`src/rtl/alu_pkg.sv`:
```
// ============================================================================
// Module      : alu_pkg
// Description : Opcodes, FSM state type and helpers shared by the nibble ALU.
// Revision    : 1.0 - initial release
// ============================================================================
`default_nettype none

package alu_pkg;

    localparam logic [2:0] OP_ADD    = 3'b000;
    localparam logic [2:0] OP_SUB    = 3'b001;
    localparam logic [2:0] OP_AND    = 3'b010;
    localparam logic [2:0] OP_OR     = 3'b011;
    localparam logic [2:0] OP_XOR    = 3'b100;
    localparam logic [2:0] OP_NOR    = 3'b101;
    localparam logic [2:0] OP_PASS_A = 3'b110;
    localparam logic [2:0] OP_PASS_B = 3'b111;

    typedef enum logic [1:0] {
        ST_IDLE = 2'd0,
        ST_RUN  = 2'd1,
        ST_DONE = 2'd2
    } state_t;

    function automatic logic is_arith(input logic [2:0] op);
        return (op == OP_ADD) || (op == OP_SUB);
    endfunction

endpackage

`default_nettype wire

```
`src/rtl/alu_nibble.sv`:
```
// ============================================================================
// Module      : alu_nibble
// Description : Combinational 4-bit ALU slice, time-shared by the controller.
// Revision    : 1.0 - initial release
// ============================================================================
`default_nettype none

module alu_nibble
    import alu_pkg::*;
(
    input  logic [3:0] a,
    input  logic [3:0] b,
    input  logic       cin,
    input  logic [2:0] op,
    output logic [3:0] d,
    output logic       cout
);

    logic [4:0] w_sum;

    // SUB arrives with b already inverted and cin=1, so it shares the adder with ADD.
    assign w_sum = {1'b0, a} + {1'b0, b} + {4'b0000, cin};

    always_comb begin
        d    = 4'h0;
        cout = 1'b0;
        case (op)
            OP_ADD, OP_SUB: begin
                d    = w_sum[3:0];
                cout = w_sum[4];
            end
            OP_AND:    d = a & b;
            OP_OR:     d = a | b;
            OP_XOR:    d = a ^ b;
            OP_NOR:    d = ~(a | b);
            OP_PASS_A: d = a;
            OP_PASS_B: d = b;
            default:   d = 4'h0;
        endcase
    end

endmodule

`default_nettype wire

```
`src/rtl/nibble_serial_alu_ctrl.sv`:
```
// ============================================================================
// Module      : nibble_serial_alu_ctrl
// Description : Runs W-bit ALU operations one nibble per clock through a shared
//               4-bit slice, LSB nibble first, with valid/ready handshakes.
// Revision    : 1.0 - initial release
// ============================================================================
`default_nettype none

module nibble_serial_alu_ctrl
    import alu_pkg::*;
#(
    parameter int NIBBLES = 4
) (
    input  logic                   clk,
    input  logic                   rst,
    input  logic                   in_valid,
    output logic                   in_ready,
    input  logic [4*NIBBLES-1:0]   a_in,
    input  logic [4*NIBBLES-1:0]   b_in,
    input  logic [2:0]             op,
    output logic                   out_valid,
    input  logic                   out_ready,
    output logic [4*NIBBLES-1:0]   result,
    output logic                   flag_c,
    output logic                   flag_z,
    output logic                   flag_v,
    output logic                   flag_n,
    output logic                   busy
);

    localparam int W     = 4 * NIBBLES;
    localparam int IDX_W = (NIBBLES > 1) ? $clog2(NIBBLES) : 1;
    localparam logic [IDX_W-1:0] C_LAST_IDX = IDX_W'(NIBBLES - 1);

    state_t             r_state;
    state_t             w_state_next;
    logic [IDX_W-1:0]   r_idx;
    logic               r_carry;
    logic [W-1:0]       r_a;
    logic [W-1:0]       r_b;
    logic [2:0]         r_op;
    logic [W-1:0]       r_result;
    logic               r_c;
    logic               r_z;
    logic               r_v;
    logic               r_n;

    logic               w_accept;
    logic               w_last;
    logic               w_arith;
    logic               w_is_sub;
    logic [3:0]         w_a_nib;
    logic [3:0]         w_b_nib;
    logic [3:0]         w_d;
    logic               w_cout;
    logic [W-1:0]       w_result_next;
    logic               w_bp_msb;
    logic               w_ovf;

    assign w_accept = (r_state == ST_IDLE) && in_valid;
    assign w_last   = (r_idx == C_LAST_IDX);
    assign w_arith  = is_arith(r_op);
    assign w_is_sub = (r_op == OP_SUB);
    assign w_a_nib  = r_a[4*r_idx +: 4];
    assign w_b_nib  = w_is_sub ? ~r_b[4*r_idx +: 4] : r_b[4*r_idx +: 4];

    alu_nibble u_slice (
        .a    (w_a_nib),
        .b    (w_b_nib),
        .cin  (r_carry),
        .op   (r_op),
        .d    (w_d),
        .cout (w_cout)
    );

    always_comb begin
        w_result_next = r_result;
        w_result_next[4*r_idx +: 4] = w_d;
    end

    // Overflow uses the effective B operand, i.e. ~B for SUB.
    assign w_bp_msb = w_is_sub ? ~r_b[W-1] : r_b[W-1];
    assign w_ovf    = w_arith && (r_a[W-1] == w_bp_msb) &&
                      (w_result_next[W-1] != r_a[W-1]);

    always_ff @(posedge clk or posedge rst) begin
        if (rst) begin
            r_state <= ST_IDLE;
        end else begin
            r_state <= w_state_next;
        end
    end

    always_comb begin
        w_state_next = r_state;
        in_ready     = 1'b0;
        out_valid    = 1'b0;
        busy         = 1'b0;
        case (r_state)
            ST_IDLE: begin
                in_ready = 1'b1;
                if (in_valid) w_state_next = ST_RUN;
            end
            ST_RUN: begin
                busy = 1'b1;
                if (w_last) w_state_next = ST_DONE;
            end
            ST_DONE: begin
                out_valid = 1'b1;
                if (out_ready) w_state_next = ST_IDLE;
            end
            default: w_state_next = ST_IDLE;
        endcase
    end

    always_ff @(posedge clk or posedge rst) begin
        if (rst) begin
            r_idx    <= '0;
            r_carry  <= 1'b0;
            r_a      <= '0;
            r_b      <= '0;
            r_op     <= 3'b000;
            r_result <= '0;
            r_c      <= 1'b0;
            r_z      <= 1'b0;
            r_v      <= 1'b0;
            r_n      <= 1'b0;
        end else if (w_accept) begin
            r_a      <= a_in;
            r_b      <= b_in;
            r_op     <= op;
            r_result <= '0;
            r_idx    <= '0;
            r_carry  <= (op == OP_SUB);
        end else if (r_state == ST_RUN) begin
            r_result <= w_result_next;
            r_idx    <= r_idx + 1'b1;
            if (w_arith) r_carry <= w_cout;
            if (w_last) begin
                r_c <= w_arith & w_cout;
                r_z <= (w_result_next == '0);
                r_v <= w_ovf;
                r_n <= w_result_next[W-1];
            end
        end
    end

    assign result = r_result;
    assign flag_c = r_c;
    assign flag_z = r_z;
    assign flag_v = r_v;
    assign flag_n = r_n;

endmodule

`default_nettype wire

```
`config.mk`:
```
export PLATFORM = sky130hd
export DESIGN_NAME = nibble_serial_alu_ctrl
export DESIGN_NICKNAME = d
export VERILOG_FILES = /design/src/rtl/alu_pkg.sv /design/src/rtl/alu_nibble.sv /design/src/rtl/nibble_serial_alu_ctrl.sv
export SDC_FILE = /design/constraint.sdc
export NUM_CORES = 1
export LEC_CHECK = 0
export ABC_CLOCK_PERIOD_IN_PS = 4000
export CORE_ASPECT_RATIO = 1.2
export CORE_MARGIN = 4
export CORE_UTILIZATION = 53
export DETAILED_ROUTE_END_ITERATION = 16
export PLACE_DENSITY = 0.81
export SYNTH_ARGS = -nofsm -noshare
export SYNTH_HDL_FRONTEND = slang
export SYNTH_SLANG_ARGS = --single-unit
```
`constraint.sdc`:
```
create_clock -name clk -period 4 [get_ports clk]
set_clock_uncertainty 0.1 [all_clocks]
set_input_delay 0.8 -clock clk [delete_from_list [all_inputs] [get_ports clk]]
set_output_delay 0.8 -clock clk [all_outputs]
set_load 0.05 [all_outputs]
```
After elaboration in Yosys (flattened, before gate mapping)
Cells that the tools add are included.
- register bits: 60
- word-level logic and storage cells: 75
- output and inout port bits: 23
- reductions and logical operators: 13
- mux-type cells: 19
- bitwise gates (word level): 8
- add/sub/neg operators: 4
- equal/unequal tests: 16
- shifts and indexed selects: 4
- operators with widths (operator ; number):
    $neg 4->34 ; 1
    $shift 4x34->16 const A ; 1
    $shiftx 4x34->16 ; 1
    $mux 16 ; 2
    $shiftx 16x5->4 ; 2
    $pmux 4 s7 ; 1
    $bwmux 16 ; 1
    $logic_not 16->1 ; 1
    $eq 3x3->1 const B ; 4
    $mux 2 ; 5
    $mux 1 ; 8
    $not 4->4 ; 2
    $eq 3x1->1 const B ; 2
    $eq 3x2->1 const B ; 2
    $ne 2x2->1 const B ; 3
    $pmux 2 s3 ; 1
    $reduce_and 3->1 ; 2
    $add 4x4->5 ; 1
    $add 5x1->5 ; 1
    $and 4x4->4 ; 1
    $eq 2x2->1 const B ; 2
    $mux 4 ; 1
    $or 4x4->4 ; 1
    $reduce_bool 2->1 ; 2
    other kinds (13) ; 16

Longest topological paths before layout
- depth in word-level cells: 10
- mapped depth: 14

Hierarchy
Synthesis repeated with hierarchy kept, for this count alone.
- cell total of the unflattened synthesis: 353
- area total of the unflattened synthesis: 3308.2 um^2
- modules (own cells, without submodules) (module ; cells each ; area an instance (um^2) ; times used ; seq. area each (um^2)):
    nibble_serial_alu_ctrl ; 288 ; 2820.2 ; 1 ; 1501.4
    alu_nibble ; 65 ; 488.0 ; 1 ; 0.0

Worst setup path after synthesis
Ideal clock, no wire load.
- path kind: register -> register
- from: reg r_op[1]
- to: reg r_result[5], in the netlist result[5]
- data arrival time: 3081 ps
- required time: 3779 ps
- library setup time: 121 ps
- cell stages (with the launch flop): 13
- setup slack: 698 ps
- clock period less this slack: 3302 ps
- cell sequence: dfrtp_1 > clkbuf_1 > buf_1 > nor3_1 > xnor2_1 > fa_1 > inv_1 > fa_1 > o22ai_1 > a22oi_1 > o311a_1 > and2_1 > a22o_1
- word-level cells in the longest chain between the ends: 9
- elaborated cells on any way between the ends: 21
- RTL lines (item ; RTL line ; RTL):
    start, declared ; nibble_serial_alu_ctrl.sv:41 ; logic [2:0] r_op;
    start signal, assigned ; nibble_serial_alu_ctrl.sv:131 ; r_op <= op;
    $eq 3x1->1 ; alu_nibble.sv:27, nibble_serial_alu_ctrl.sv:63 ;
    $mux 4 ; nibble_serial_alu_ctrl.sv:65 ; assign w_b_nib = w_is_sub ? ~r_b[4*r_idx +: 4] : r_b[4*r_idx +: 4];
    $add 4x4->5 or $or 4x4->4 (tied branches) ; alu_nibble.sv:22, alu_nibble.sv:33, alu_nibble.sv:35 ;
    $add 5x1->5 or $not 4->4 (tied branches) ; alu_nibble.sv:22, alu_nibble.sv:35 ;
    $pmux 4 s7 (*) ; alu_nibble.sv:27 ; case (op)
    $shiftx 4x34->16 (*) ; nibble_serial_alu_ctrl.sv:78 ; w_result_next[4*r_idx +: 4] = w_d;
    $bwmux 16 (*) ; nibble_serial_alu_ctrl.sv:78 ;
    $mux 16 (*) ; nibble_serial_alu_ctrl.sv:135 ; end else if (r_state == ST_RUN) begin
    $mux 16 (*) ; nibble_serial_alu_ctrl.sv:128 ; end else if (w_accept) begin
    end signal, assigned ; nibble_serial_alu_ctrl.sv:136 ; r_result <= w_result_next;
    end, declared ; nibble_serial_alu_ctrl.sv:42 ; logic [W-1:0] r_result;
Mark *: on every way between the ends. The rest lies on a longest branch, timed or not. The select of a mux whose other input is x is not followed.
A chain may end at the register's enable or synchronous reset.

Final worst setup path
- from: reg r_op[0]
- to: reg r_z, in the netlist flag_z
- word-level cells in the longest chain between the ends: 8
- elaborated cells on any way between the ends: 20
- RTL lines (item ; RTL line ; RTL):
    $eq 3x1->1 ; alu_nibble.sv:27, nibble_serial_alu_ctrl.sv:63 ;
    $mux 4 ; nibble_serial_alu_ctrl.sv:65 ;
    $add 4x4->5 or $or 4x4->4 (tied branches) ; alu_nibble.sv:22, alu_nibble.sv:33, alu_nibble.sv:35 ;
    $add 5x1->5 or $not 4->4 (tied branches) ; alu_nibble.sv:22, alu_nibble.sv:35 ;
    $pmux 4 s7 (*) ; alu_nibble.sv:27 ;
    $shiftx 4x34->16 (*) ; nibble_serial_alu_ctrl.sv:78 ;
    $bwmux 16 (*) ; nibble_serial_alu_ctrl.sv:78 ;
    $logic_not 16->1 (*) ; nibble_serial_alu_ctrl.sv:141 ; r_z <= (w_result_next == '0);
    end signal, assigned ; nibble_serial_alu_ctrl.sv:141 ;
    end, declared ; nibble_serial_alu_ctrl.sv:44 ; logic r_z;
Mark *: on every way between the ends. The rest lies on a longest branch, timed or not.

==> flow_summary.toml <==
[global_route]
grt_usage = 0.2424
antenna_found_initial = 0
grt_max_degree = 46
grt_pass1_wl_um = 13950
grt_overflow = 0
grt_pass1_vias = 2958

[final_layout]
final_net_count = 500
antenna_cells = 0
area_delta_synth_final_pct = 26.42
fin_area_um2 = 4304
drive_above_1_share = 0.07095

[hold_path]
hold_path.class = "reg -> reg"
hp-start = "r_b[0]"

[floorplan]
core.rowCount = 31
die_h_um = 95.80
die_x_um = 81.17
die_area_um2 = 7775
core_um2 = 6128
initial_core_util = 0.5555
io_pins = 62

[route]
wl_per_cell_um = 16.11
wl_um = 8587
vias = 2991
vias_per_cell = 5.612
drt-pass1-iter-count = 5
ant_nets = 0
drc_errors = 0
initialDrtViolationCount = 195

[timing]
hold_slack_ns = 0.3786
maxSlewHeadroom = 0.2041
finalMaxSlewViolations = 0
tightest_slew_ns = 1.191
fmax_ghz = 0.2703
post-route-min-period_ns = 3.699
rsz0062_at_grt = "no"
final.setup.tns_ns = 0
setup_viol = 0
period_share = 0.9249
finalHoldViolations = 0

[run]
drv_cap = 0

[clock_tree]
holdBufCountCts = 0
cts_resized = 0
clock_latency_ns = 0.35
post_cts_buffers = 0
clock_path_buffers = 2
clockRootBuffer = "clkbuf_8"
cts_tree = "yes"
htree_levels = 3
cts.clk_slew.worst_paths_ns = 0.07
cts-buffers-inserted = 9
cts_sinks = 60

[worst_setup_path]
critPathMaxFanout = 13
crit_arrival_ns = 3.88
r2r-start = "r_op[0]"
path_class = "reg -> reg"
cp-end-kind = "flip-flop"
cp-start-kind = "flip-flop"
startpoint = "r_op[0]"
required_ns = 4.19

[synthesis]
synth_nets = 436
synth-seq-cells = 60
synth.avg_cell_area_um2 = 8.912
netlist-cell-type-count = 48
synth_area_leaders = "dfrtp_1 44%, nand2_1 14%, mux2i_1 5.9%, ha_1 4.8%, a22o_1 3.9%"
syn_area_um2 = 3405
seq_area_frac_synth = 0.4410
synth_cells = 382
async_reset_ff_frac = 1.000
yosysTopAreaCellShare = 0.4410
yosysTopAreaCell = "dfrtp_1"
yosys_most_used_dff = "dfrtp_1"
synth-edff-count = 0
ys_warn_count = 0

[place]
gp_congestion = 0.8367
hpwl_um = 6450
placed_area_um2 = 4105
io_buffers = 61

[outcome]
status = "complete, no violations"
[metrics by stage]
stage                     std cells  utilization  setup slack (ns)
after floorplan                 382            -            0.6982
after detailed placement        517       0.6699            0.4646
after global placement          517       0.6699            0.4429
final                           533       0.7023            0.3005
after CTS                       533       0.7023            0.4029
after global routing            533       0.7023           0.07138
[synth_stat cells, drive strengths merged, types with 7 or more instances]
library cell  count
clkbuf           11
mux2i            20
dfrtp            60
nand2           127
ha               13
o22ai             7
a22o             15
nand2b            7
o21ai             9
inv              21
a21oi            12
nor2             11
[cells in the final DEF (no fill, tap or decap), types with 3 or more instances in the layout]
cell type and instances:
nand2_1 127, xor2_1 4, nand2b_1 7, nand3_1 6, inv_1 20, clkbuf_8 9, ha_1 13, and2_1 5
o22ai_1 7, mux2i_1 20, nor3_1 5, clkdlybuf4s50_1 61, o21ai_0 9, a22o_1 15, dfrtp_1 60, buf_4 9
nor2_1 11, a31oi_1 3, mux4_2 3, a21oi_1 12, nor4_1 4
[critical path, cell delays in order (launching register included)]
cell and delay [ns]:
dfrtp_1 0.63, inv_1 0.28, nor3_1 0.24, buf_4 0.18, xor2_1 0.26, inv_1 0.08, ha_1 0.37, a21oi_1 0.14
a2111oi_0 0.42, a31oi_1 0.08, a32oi_1 0.37, nor3b_1 0.30, a31o_1 0.18
[path summary, 6_finish.rpt]
kind,to,slack (ns),cells after the start
setup / recovery,flag_z,0.30,12
hold / removal,r_b[0],0.38,2
setup reg to reg,flag_z,0.30,12
hold reg to reg,r_b[0],0.38,2
max in group asynchronous,result[2],2.26,3
min in group asynchronous,r_a[8],0.87,2
[flip-flops by register name (all words and copies together), names as in the netlist, 2 cells and up]
register,count
r_idx,2
r_state,2
result,16
r_a,16
r_op,3
r_b,16
[final cells by class]
type	instances	area (µm²)
Clock buffer	9	123.9
Tap cell	82	102.6
Inverter	21	78.83
Fill cell	508	1824
Timing Repair Buffer	70	678.2
Sequential cell	60	1501
Clock inverter	7	75.07
Multi-Input combinational cell	284	1744
[cells by family (layout without fill, tap and decap cells)]
logic type                 after synthesis  count (layout)  synth area share
xor gates and xnor gates                 6               6           0.01544
and+or+nand+nor                        176             176            0.2220
DFF                                     60              60            0.4410
adders and majority gates               15              15           0.05954
buffers and inverters                   38             107           0.04667
AOI/OAI and AO/OA                       63              63            0.1290
muxes                                   24              24           0.08636
[metal layers]
layer / up-vias / share of wire / GRT usage
met3: 26 / 0.067 / 0.05056
met4: 0 / 0.039 / 0.1324
met1: 1405 / 0.39 / 0.2783
met5: - / 0 / 0
li1: 1431 / - / -
met2: 129 / 0.50 / 0.4192
Power is left out: the tool's default activity adds up to more than one toggle a clock period on the data nets, which glitch-free logic cannot reach.
